`src/rtl/video_scanout.sv`:
```
`default_nettype none
// ============================================================================
// Module  : video_scanout
// Brief   : Raster timing generator that scans 8-bit pixel indices out of a
//           64-bit-wide video SRAM port, one 8-pixel group per fetch.
// Rev     : 1.0 - initial release
// ============================================================================
module video_scanout #(
    parameter int   H_ACTIVE = 640,
    parameter int   H_FP     = 16,
    parameter int   H_SYNC   = 96,
    parameter int   H_BP     = 48,
    parameter int   V_ACTIVE = 480,
    parameter int   V_FP     = 10,
    parameter int   V_SYNC   = 2,
    parameter int   V_BP     = 33,
    parameter int   CLK_DIV  = 4,
    parameter int   STRIDE   = 640,
    parameter logic HS_POL   = 1'b0,
    parameter logic VS_POL   = 1'b0
) (
    input  logic        clk,
    input  logic        rst,
    input  logic [23:0] base_addr,
    output logic [23:0] video_addr,
    input  logic [63:0] video_dout,
    output logic [7:0]  pixel,
    output logic        de,
    output logic        hsync,
    output logic        vsync,
    output logic        pix_ce
);

    localparam int c_H_TOTAL = H_ACTIVE + H_FP + H_SYNC + H_BP;
    localparam int c_V_TOTAL = V_ACTIVE + V_FP + V_SYNC + V_BP;
    localparam int c_HW      = $clog2(c_H_TOTAL + 1);
    localparam int c_VW      = $clog2(c_V_TOTAL + 1);
    localparam int c_DW      = $clog2(CLK_DIV);

    localparam logic [c_DW-1:0] c_DIV_LAST     = c_DW'(CLK_DIV - 1);
    localparam logic [c_HW-1:0] c_H_ACT        = c_HW'(H_ACTIVE);
    localparam logic [c_HW-1:0] c_H_SYNC_START = c_HW'(H_ACTIVE + H_FP);
    localparam logic [c_HW-1:0] c_H_SYNC_END   = c_HW'(H_ACTIVE + H_FP + H_SYNC);
    localparam logic [c_HW-1:0] c_H_LAST       = c_HW'(c_H_TOTAL - 1);
    localparam logic [c_VW-1:0] c_V_ACT        = c_VW'(V_ACTIVE);
    localparam logic [c_VW-1:0] c_V_ACT_LAST   = c_VW'(V_ACTIVE - 1);
    localparam logic [c_VW-1:0] c_V_SYNC_START = c_VW'(V_ACTIVE + V_FP);
    localparam logic [c_VW-1:0] c_V_SYNC_END   = c_VW'(V_ACTIVE + V_FP + V_SYNC);
    localparam logic [c_VW-1:0] c_V_LAST       = c_VW'(c_V_TOTAL - 1);
    localparam logic [23:0]     c_STRIDE       = 24'(STRIDE) & ~24'h7;

    logic [c_DW-1:0] r_div;
    logic [c_HW-1:0] r_h;
    logic [c_VW-1:0] r_v;
    logic [23:0]     r_addr;
    logic [23:0]     r_line_base;
    logic [63:0]     r_hold;
    logic [7:0]      r_pixel;
    logic            r_de;
    logic            r_hsync;
    logic            r_vsync;
    logic            r_pix_ce;

    logic            w_ce;
    logic            w_de;
    logic            w_hs_on;
    logic            w_vs_on;
    logic            w_group_start;
    logic            w_line_end;
    logic [23:0]     w_base;
    logic [23:0]     w_next_line;
    logic [7:0]      w_hold_byte;
    logic            w_unused;

    assign w_ce          = (r_div == c_DIV_LAST);
    assign w_de          = (r_h < c_H_ACT) && (r_v < c_V_ACT);
    assign w_hs_on       = (r_h >= c_H_SYNC_START) && (r_h < c_H_SYNC_END);
    assign w_vs_on       = (r_v >= c_V_SYNC_START) && (r_v < c_V_SYNC_END);
    assign w_group_start = (r_h[2:0] == 3'd0);
    assign w_line_end    = (r_h == c_H_ACT);
    assign w_base        = {base_addr[23:3], 3'b000};
    assign w_next_line   = r_line_base + c_STRIDE;
    assign w_hold_byte   = r_hold[{r_h[2:0], 3'b000} +: 8];
    assign w_unused      = ^base_addr[2:0];

    // All per-pixel outputs are computed from the pre-increment h/v so they
    // line up with the pix_ce pulse that is registered on the same edge.
    always_ff @(posedge clk) begin
        if (rst) begin
            r_div       <= '0;
            r_h         <= c_H_ACT;
            r_v         <= c_V_LAST;
            r_addr      <= '0;
            r_line_base <= '0;
            r_hold      <= '0;
            r_pixel     <= '0;
            r_de        <= 1'b0;
            r_hsync     <= ~HS_POL;
            r_vsync     <= ~VS_POL;
            r_pix_ce    <= 1'b0;
        end else begin
            r_pix_ce <= w_ce;
            if (w_ce) begin
                r_div <= '0;
                if (r_h == c_H_LAST) begin
                    r_h <= '0;
                    r_v <= (r_v == c_V_LAST) ? '0 : r_v + 1'b1;
                end else begin
                    r_h <= r_h + 1'b1;
                end

                r_de    <= w_de;
                r_hsync <= w_hs_on ? HS_POL : ~HS_POL;
                r_vsync <= w_vs_on ? VS_POL : ~VS_POL;

                // The fetch address moves on as soon as a group is captured,
                // giving the SRAM a full group time to return the next one.
                if (w_de) begin
                    if (w_group_start) begin
                        r_pixel <= video_dout[7:0];
                        r_hold  <= video_dout;
                        r_addr  <= r_addr + 24'd8;
                    end else begin
                        r_pixel <= w_hold_byte;
                    end
                end else begin
                    r_pixel <= '0;
                end

                // Line bases are only loaded in horizontal blanking, so the
                // frame base is sampled once per frame.
                if (w_line_end) begin
                    if (r_v == c_V_LAST) begin
                        r_line_base <= w_base;
                        r_addr      <= w_base;
                    end else if (r_v < c_V_ACT_LAST) begin
                        r_line_base <= w_next_line;
                        r_addr      <= w_next_line;
                    end
                end
            end else begin
                r_div <= r_div + 1'b1;
            end
        end
    end

    assign video_addr = r_addr;
    assign pixel      = r_pixel;
    assign de         = r_de;
    assign hsync      = r_hsync;
    assign vsync      = r_vsync;
    assign pix_ce     = r_pix_ce;

endmodule
`default_nettype wire

```
`config.mk`:
```
export PLATFORM = sky130hd
export DESIGN_NAME = video_scanout
export DESIGN_NICKNAME = d
export VERILOG_FILES = /design/src/rtl/video_scanout.sv
export SDC_FILE = /design/constraint.sdc
export NUM_CORES = 1
export LEC_CHECK = 0
export CAP_MARGIN = 10
export CORE_MARGIN = 10
export CORE_UTILIZATION = 40
export DETAILED_ROUTE_END_ITERATION = 12
export GPL_ROUTABILITY_DRIVEN = 0
export GPL_TIMING_DRIVEN = 1
export PLACE_DENSITY = 0.61
export SLEW_MARGIN = 5
export SYNTH_ARGS = -nofsm -noshare
export SYNTH_HDL_FRONTEND = slang
export SYNTH_SLANG_ARGS = --single-unit
```
`constraint.sdc`:
```
create_clock -name clk -period 3.1 [get_ports clk]
set_clock_uncertainty 0.05 [all_clocks]
set_input_delay 0.31 -clock clk [delete_from_list [all_inputs] [get_ports clk]]
set_output_delay 0.31 -clock clk [all_outputs]
set_load 0.05 [all_outputs]
```
Yosys cells after proc, flatten, opt, wreduce, memory -nomap -nowiden

Index checks and enable logic that the tools add are counted.

Bits in registers: 146
Latch bits: 0
Bits in writable memories: 0
Bits in read-only memories: 0
Input bits: 90
Output and inout port bits: 36
Word-level logic and storage cells: 50
Memories kept: 0

Add/subtract/negate cells: 5
Multiply operators: 0
Div/mod/pow operators: 0
Order comparisons: 7
Equal/unequal tests: 4
Shift-type cells: 1
Mux-type cells: 13
Bitwise logic cells: 0
Reductions and logical operators: 9

Operators with widths:

| cell                                                                                 | count |
|---|---|
| 24-bit two-way mux                                                                   | 7 |
| 64-bit by 7-bit variable part select with 8-bit output                               | 1 |
| 10-bit equality test, second input constant                                          | 3 |
| 10-bit by 9-bit less-than comparator with 1-bit output, second input constant        | 3 |
| 24-bit by 10-bit adder with 24-bit output, second input constant                     | 1 |
| 24-bit by 4-bit adder with 24-bit output, second input constant                      | 1 |
| 10-bit by 1-bit adder with 10-bit output, second input constant                      | 2 |
| 10-bit less-than comparator, second input constant                                   | 2 |
| 10-bit two-way mux                                                                   | 2 |
| 8-bit two-way mux                                                                    | 2 |
| 10-bit greater-or-equal comparator, second input constant                            | 1 |
| 10-bit by 9-bit greater-or-equal comparator with 1-bit output, second input constant | 1 |
| 3-bit AND reduction                                                                  | 2 |
| 1-bit logical AND                                                                    | 3 |
| 3-bit zero test                                                                      | 1 |
| 2-bit by 1-bit adder with 2-bit output, second input constant                        | 1 |
| 2-bit equality test, second input constant                                           | 1 |
| 1-bit two-way mux                                                                    | 2 |
| 2-bit AND reduction                                                                  | 1 |
| 2-bit nonzero test                                                                   | 1 |
| 2-bit OR reduction                                                                   | 1 |

Depth between registers and ports, before layout

Depth in word-level cells: 6
Depth in mapped cells: 10
Mapped depth without buffers: 7

Worst setup path before layout

Ideal clock, no wire load.

Path type: reg-to-reg
Start: register r_addr[5], in the netlist video_addr[5]
End: register r_addr[19], in the netlist video_addr[19]
Library setup time: 0.134 ns
Data arrival time: 2.188 ns
Data required time: 2.916 ns
Path slack: 0.729 ns
Cell stages (with the launch flop): 7
Buffers on the path: 1
Clock period less this slack: 2.371 ns
Cell sequence: dfxtp_1 -> clkbuf_1 -> nand4_1 -> or4_1 -> or3_1 -> a31oi_1 -> o22ai_1

Cells in the longest elaborated chain, start to end: 6

RTL lines:

| element                                    | line | text |
|---|---|---|
| start, declared                            | 55   | `logic [23:0] r_addr;` |
| start signal, assigned                     | 122  | `r_addr <= r_addr + 24'd8;` |
| start signal, assigned                     | 135  | `r_addr <= w_base;` |
| start signal, assigned                     | 138  | `r_addr <= w_next_line;` |
| 24-bit by 4-bit adder with 24-bit output * | 122  |  |
| 24-bit two-way mux *                       | 119  | `if (w_group_start) begin` |
| 24-bit two-way mux *                       | 118  | `if (w_de) begin` |
| 24-bit two-way mux                         | 136  | `end else if (r_v < c_V_ACT_LAST) begin` |
| 24-bit two-way mux                         | 133  | `if (r_v == c_V_LAST) begin` |
| 24-bit two-way mux *                       | 132  | `if (w_line_end) begin` |

Every way passes the cells marked *; elsewhere a longest branch is shown, timed or not.
A chain may end at the register's enable or synchronous reset.

Worst setup path after layout

Start: register r_v[9]
End: register r_addr[15], in the netlist video_addr[15]

Cells in the longest elaborated chain, start to end: 6
Elaborated cells between the ends (all ways): 8
Classes of those cells: order compare (2); eq/ne (1); mux (4); reduce/logical (1)

RTL lines:

| element                                                | line | text |
|---|---|---|
| start, declared                                        | 54   | `logic [c_VW-1:0] r_v;` |
| start signal, assigned                                 | 92   | `r_v <= c_V_LAST;` |
| start signal, assigned                                 | 107  | `r_v <= (r_v == c_V_LAST) ? '0 : r_v + 1'b1;` |
| 10-bit by 9-bit less-than comparator with 1-bit output | 76   | `assign w_de = (r_h < c_H_ACT) && (r_v < c_V_ACT);` |
| 1-bit logical AND                                      | 76   |  |
| 24-bit two-way mux                                     | 118  |  |
| 24-bit two-way mux                                     | 136  |  |
| 24-bit two-way mux                                     | 133  |  |
| 24-bit two-way mux *                                   | 132  |  |

Marked as above.

==> metrics.md <==
| Metric | Value |
|---|---|
| Combinational power share | `0.102` |
| Drt drc | `0` |
| Async SR Flop Fraction | `0` |
| Post-synthesis net count | `986` |
| Syn avg cell area | `8.35 um2` |
| Drt via density | `5.76` |
| Share of cells above drive strength 1 | `0.0908` |
| R2r endpoint | `video_addr[15]` |
| Setup Fix Bufs, Post-CTS | `0` |
| Unique masters post-synth | `77` |
| Clk slew on worst S/H paths | `0.06 ns` |
| Global-route wire length before repair | `36700 um` |
| Top Ports | `126` |
| Power, Total | `4.40 mW` |
| R2R Setup Slk | `0.69 ns` |
| Slew Limit Fails | `0` |
| CTS buffer count | `17` |
| Routed vias | `7022` |
| Flops & latches, synth | `141` |
| CP max stage cell | `or4b_4` |
| Hold_buf cts | `0` |
| Crit-path max FO | `15` |
| WS Path Type | `flop to flop` |
| Period minus WS final | `2.41 ns` |
| Fmax | `415 MHz` |
| RR Startpoint | `r_v[9]` |
| Latest clock arrival within the worst-skew pair | `0.43 ns` |
| CP endpoint | `video_addr[15]` |
| Die W | `156 um` |
| Half-perimeter wire length after placement | `16400 um` |
| Post-layout nets | `1077` |
| Slew headroom | `0.458` |
| Fin util | `0.520` |
| P_int | `3.32 mW` |
| Post-DP Area | `8820 um2` |
| CP top delay family | `simple AND/OR/NAND/NOR gates` |
| Cell Chain, Critical Path | `or4b_4, o31ai_4, nand3_2, and4_1, a211o_1` |
| Cell area after synthesis | `7430 um2` |
| Net Sw Frac | `0.244` |
| Root Buffer | `clkbuf_16` |
| Mapped Cells | `889` |
| WHS | `0.312 ns` |
| Power per cell area | `467 nW/um2` |
| Drt pass-1 iters | `5` |
| CP Capture Type | `flop` |
| Max Cap Violations | `0` |
| Post-synth EDFFs | `0` |
| Critical Path AT | `2.68 ns` |
| Synthesis warning total | `0` |
| Worst slack at placement | `0.705 ns` |
| Clock Power Share | `0.470` |
| Antenna cells | `0` |
| Final setup viols | `0` |
| Commonest non-fill, non-tap cell in the layout | `dfxtp_1` |
| Cells after DPL | `1190` |
| Final hold violations | `0` |
| Leak | `3.14 nW` |
| Clock sinks | `141` |
| Critical path data required time | `3.36 ns` |
| CTS tree | `yes` |
| Area delta synth->final | `26.7%` |
| Setup TNS | `0 ns` |
| # resized after CTS | `0` |
| Worst r2r path cells | `5` |
| Fillers | `1702` |
| Stages on worst setup path | `5` |
| Total Die Area | `24400 um2` |
| Antenna violations before repair | `0` |
| Largest net degree at the start of global routing | `108` |
| ANT nets after route | `0` |
| Bufs and invs on worst path | `0` |
| RSZ-0062 raised after global routing | `no` |
| Worst Hold Class | `input port to flop` |
| Post-Route WL | `23100 um` |
| Worst setup path start | `r_v[9]` |
| Seq/Total Area, Yosys | `0.380` |
| Sequential power share | `0.428` |
| Row count | `49` |
| Vias in the first global route | `6604` |
| Design Area, Final | `9410 um2` |
| Routed len/inst | `18.9 um` |
| Total GRT Usage | `0.187` |
| Core region area | `18100 um2` |
| Die height | `156 um` |
| Gr ovfl total | `0` |
| CP Launch Type | `flop` |
| Max VDD drop | `0.371 mV` |
| Maximum buffer depth of the clock tree | `2` |
| Critical path's largest stage delay | `0.54 ns` |
| Worst-margin pin slew | `0.813 ns` |
| P_sw | `1.07 mW` |
| Setup WS post-layout | `0.690 ns` |
| Most frequent cells in the layout | `141 x dfxtp_1, 121 x clkdlybuf4s50_1, 115 x nand2_1, 83 x nand3_1, 77 x a21oi_1` |
| PortBufs | `122` |
| Run status | `complete, no violations` |
| H-tree depth | `4` |
| Initial DRC Count | `552` |
| Post-route non-filler standard cell count | `1220` |
| Final period util | `0.777` |
| Starting density of the core | `0.411` |
| Ys flop type | `dfxtp_1` |
-- worst register-to-register path, stage by stage (launching register included) --
cell and delay, ns:
dfxtp_1 0.48, or4b_4 0.55, o31ai_4 0.29, nand3_2 0.35, and4_1 0.34, a211o_1 0.26
-- area by class of cell --
cell class                      instances  area, um2  share of cell area
Multi-Input combinational cell        657       4240               0.450
Tap cell                              229        287              0.0305
Timing Repair Buffer                  145       1400               0.149
Inverter                               18       67.6             0.00718
Clock inverter                         10        141              0.0150
Clock buffer                           20        447              0.0475
Sequential cell                       141       2820               0.300
-- cells by family after synthesis --
group,Yosys count,share of synthesized area
compound gates,207,0.184
xor+xnor,28,0.0330
fa+ha+maj,7,0.0118
buf+inv,91,0.0517
flops,141,0.380
mux,41,0.0826
simple gates,374,0.257
-- registers in the layout, summed over array words and instances (netlist names) --
name and cells:
de 1, r_hold 64, r_line_base 21, hsync 1, video_addr 22, r_v 10, pixel 8, vsync 1
r_h 10, r_div 2, pix_ce 1
-- worst min-delay path by stage --
stage	from	endpoint	slack (ns)	cells past startpoint
after CTS	rst	r_div[1]	0.30	3
after detailed placement	r_div[0]	r_div[0]	0.37	1
after floorplan	r_div[0]	r_div[0]	0.35	1
after global routing	rst	r_div[1]	0.31	3
final	rst	r_div[1]	0.31	3
after global placement	r_div[0]	r_div[0]	0.37	1
-- cells in the mapped netlist (12+ instances only) --
library cell / count / area share
dfxtp_1: 141 / 0.38
nand2_1: 116 / 0.059
nand3_1: 83 / 0.056
a21oi_1: 77 / 0.052
nor2_1: 51 / 0.026
clkbuf_1: 49 / 0.025
mux2i_1: 23 / 0.031
nand4_1: 21 / 0.018
nor3_1: 19 / 0.013
o21ai_0: 18 / 0.012
mux4_2: 16 / 0.049
buf_2: 15 / 0.010
inv_1: 15 / 0.0076
o21ai_1: 15 / 0.010
xnor2_1: 15 / 0.018
xor2_1: 13 / 0.015
nor4_1: 12 / 0.010
-- power groups by stage --
stage / Clock [mW] / Sequential, mW / Combinational [mW]
4_1_cts: 2.10 / 1.88 / 0.448
2_1_floorplan: 0 / 1.95 / 0.198
3_3_place_gp: 0 / 1.92 / 0.444
3_5_place_dp: 0 / 1.92 / 0.447
5_1_grt: 2.17 / 1.89 / 0.479
6_report: 2.07 / 1.88 / 0.446
-- per-layer routing --
layer,GRT usage,vias up,wire (um)
met3,0.0518,32,1520
met5,0,-,0
met4,0.0539,0,433
met1,0.252,3354,10500
met2,0.286,189,10600
li1,-,3447,-
(Power assumes the default switching activity.)
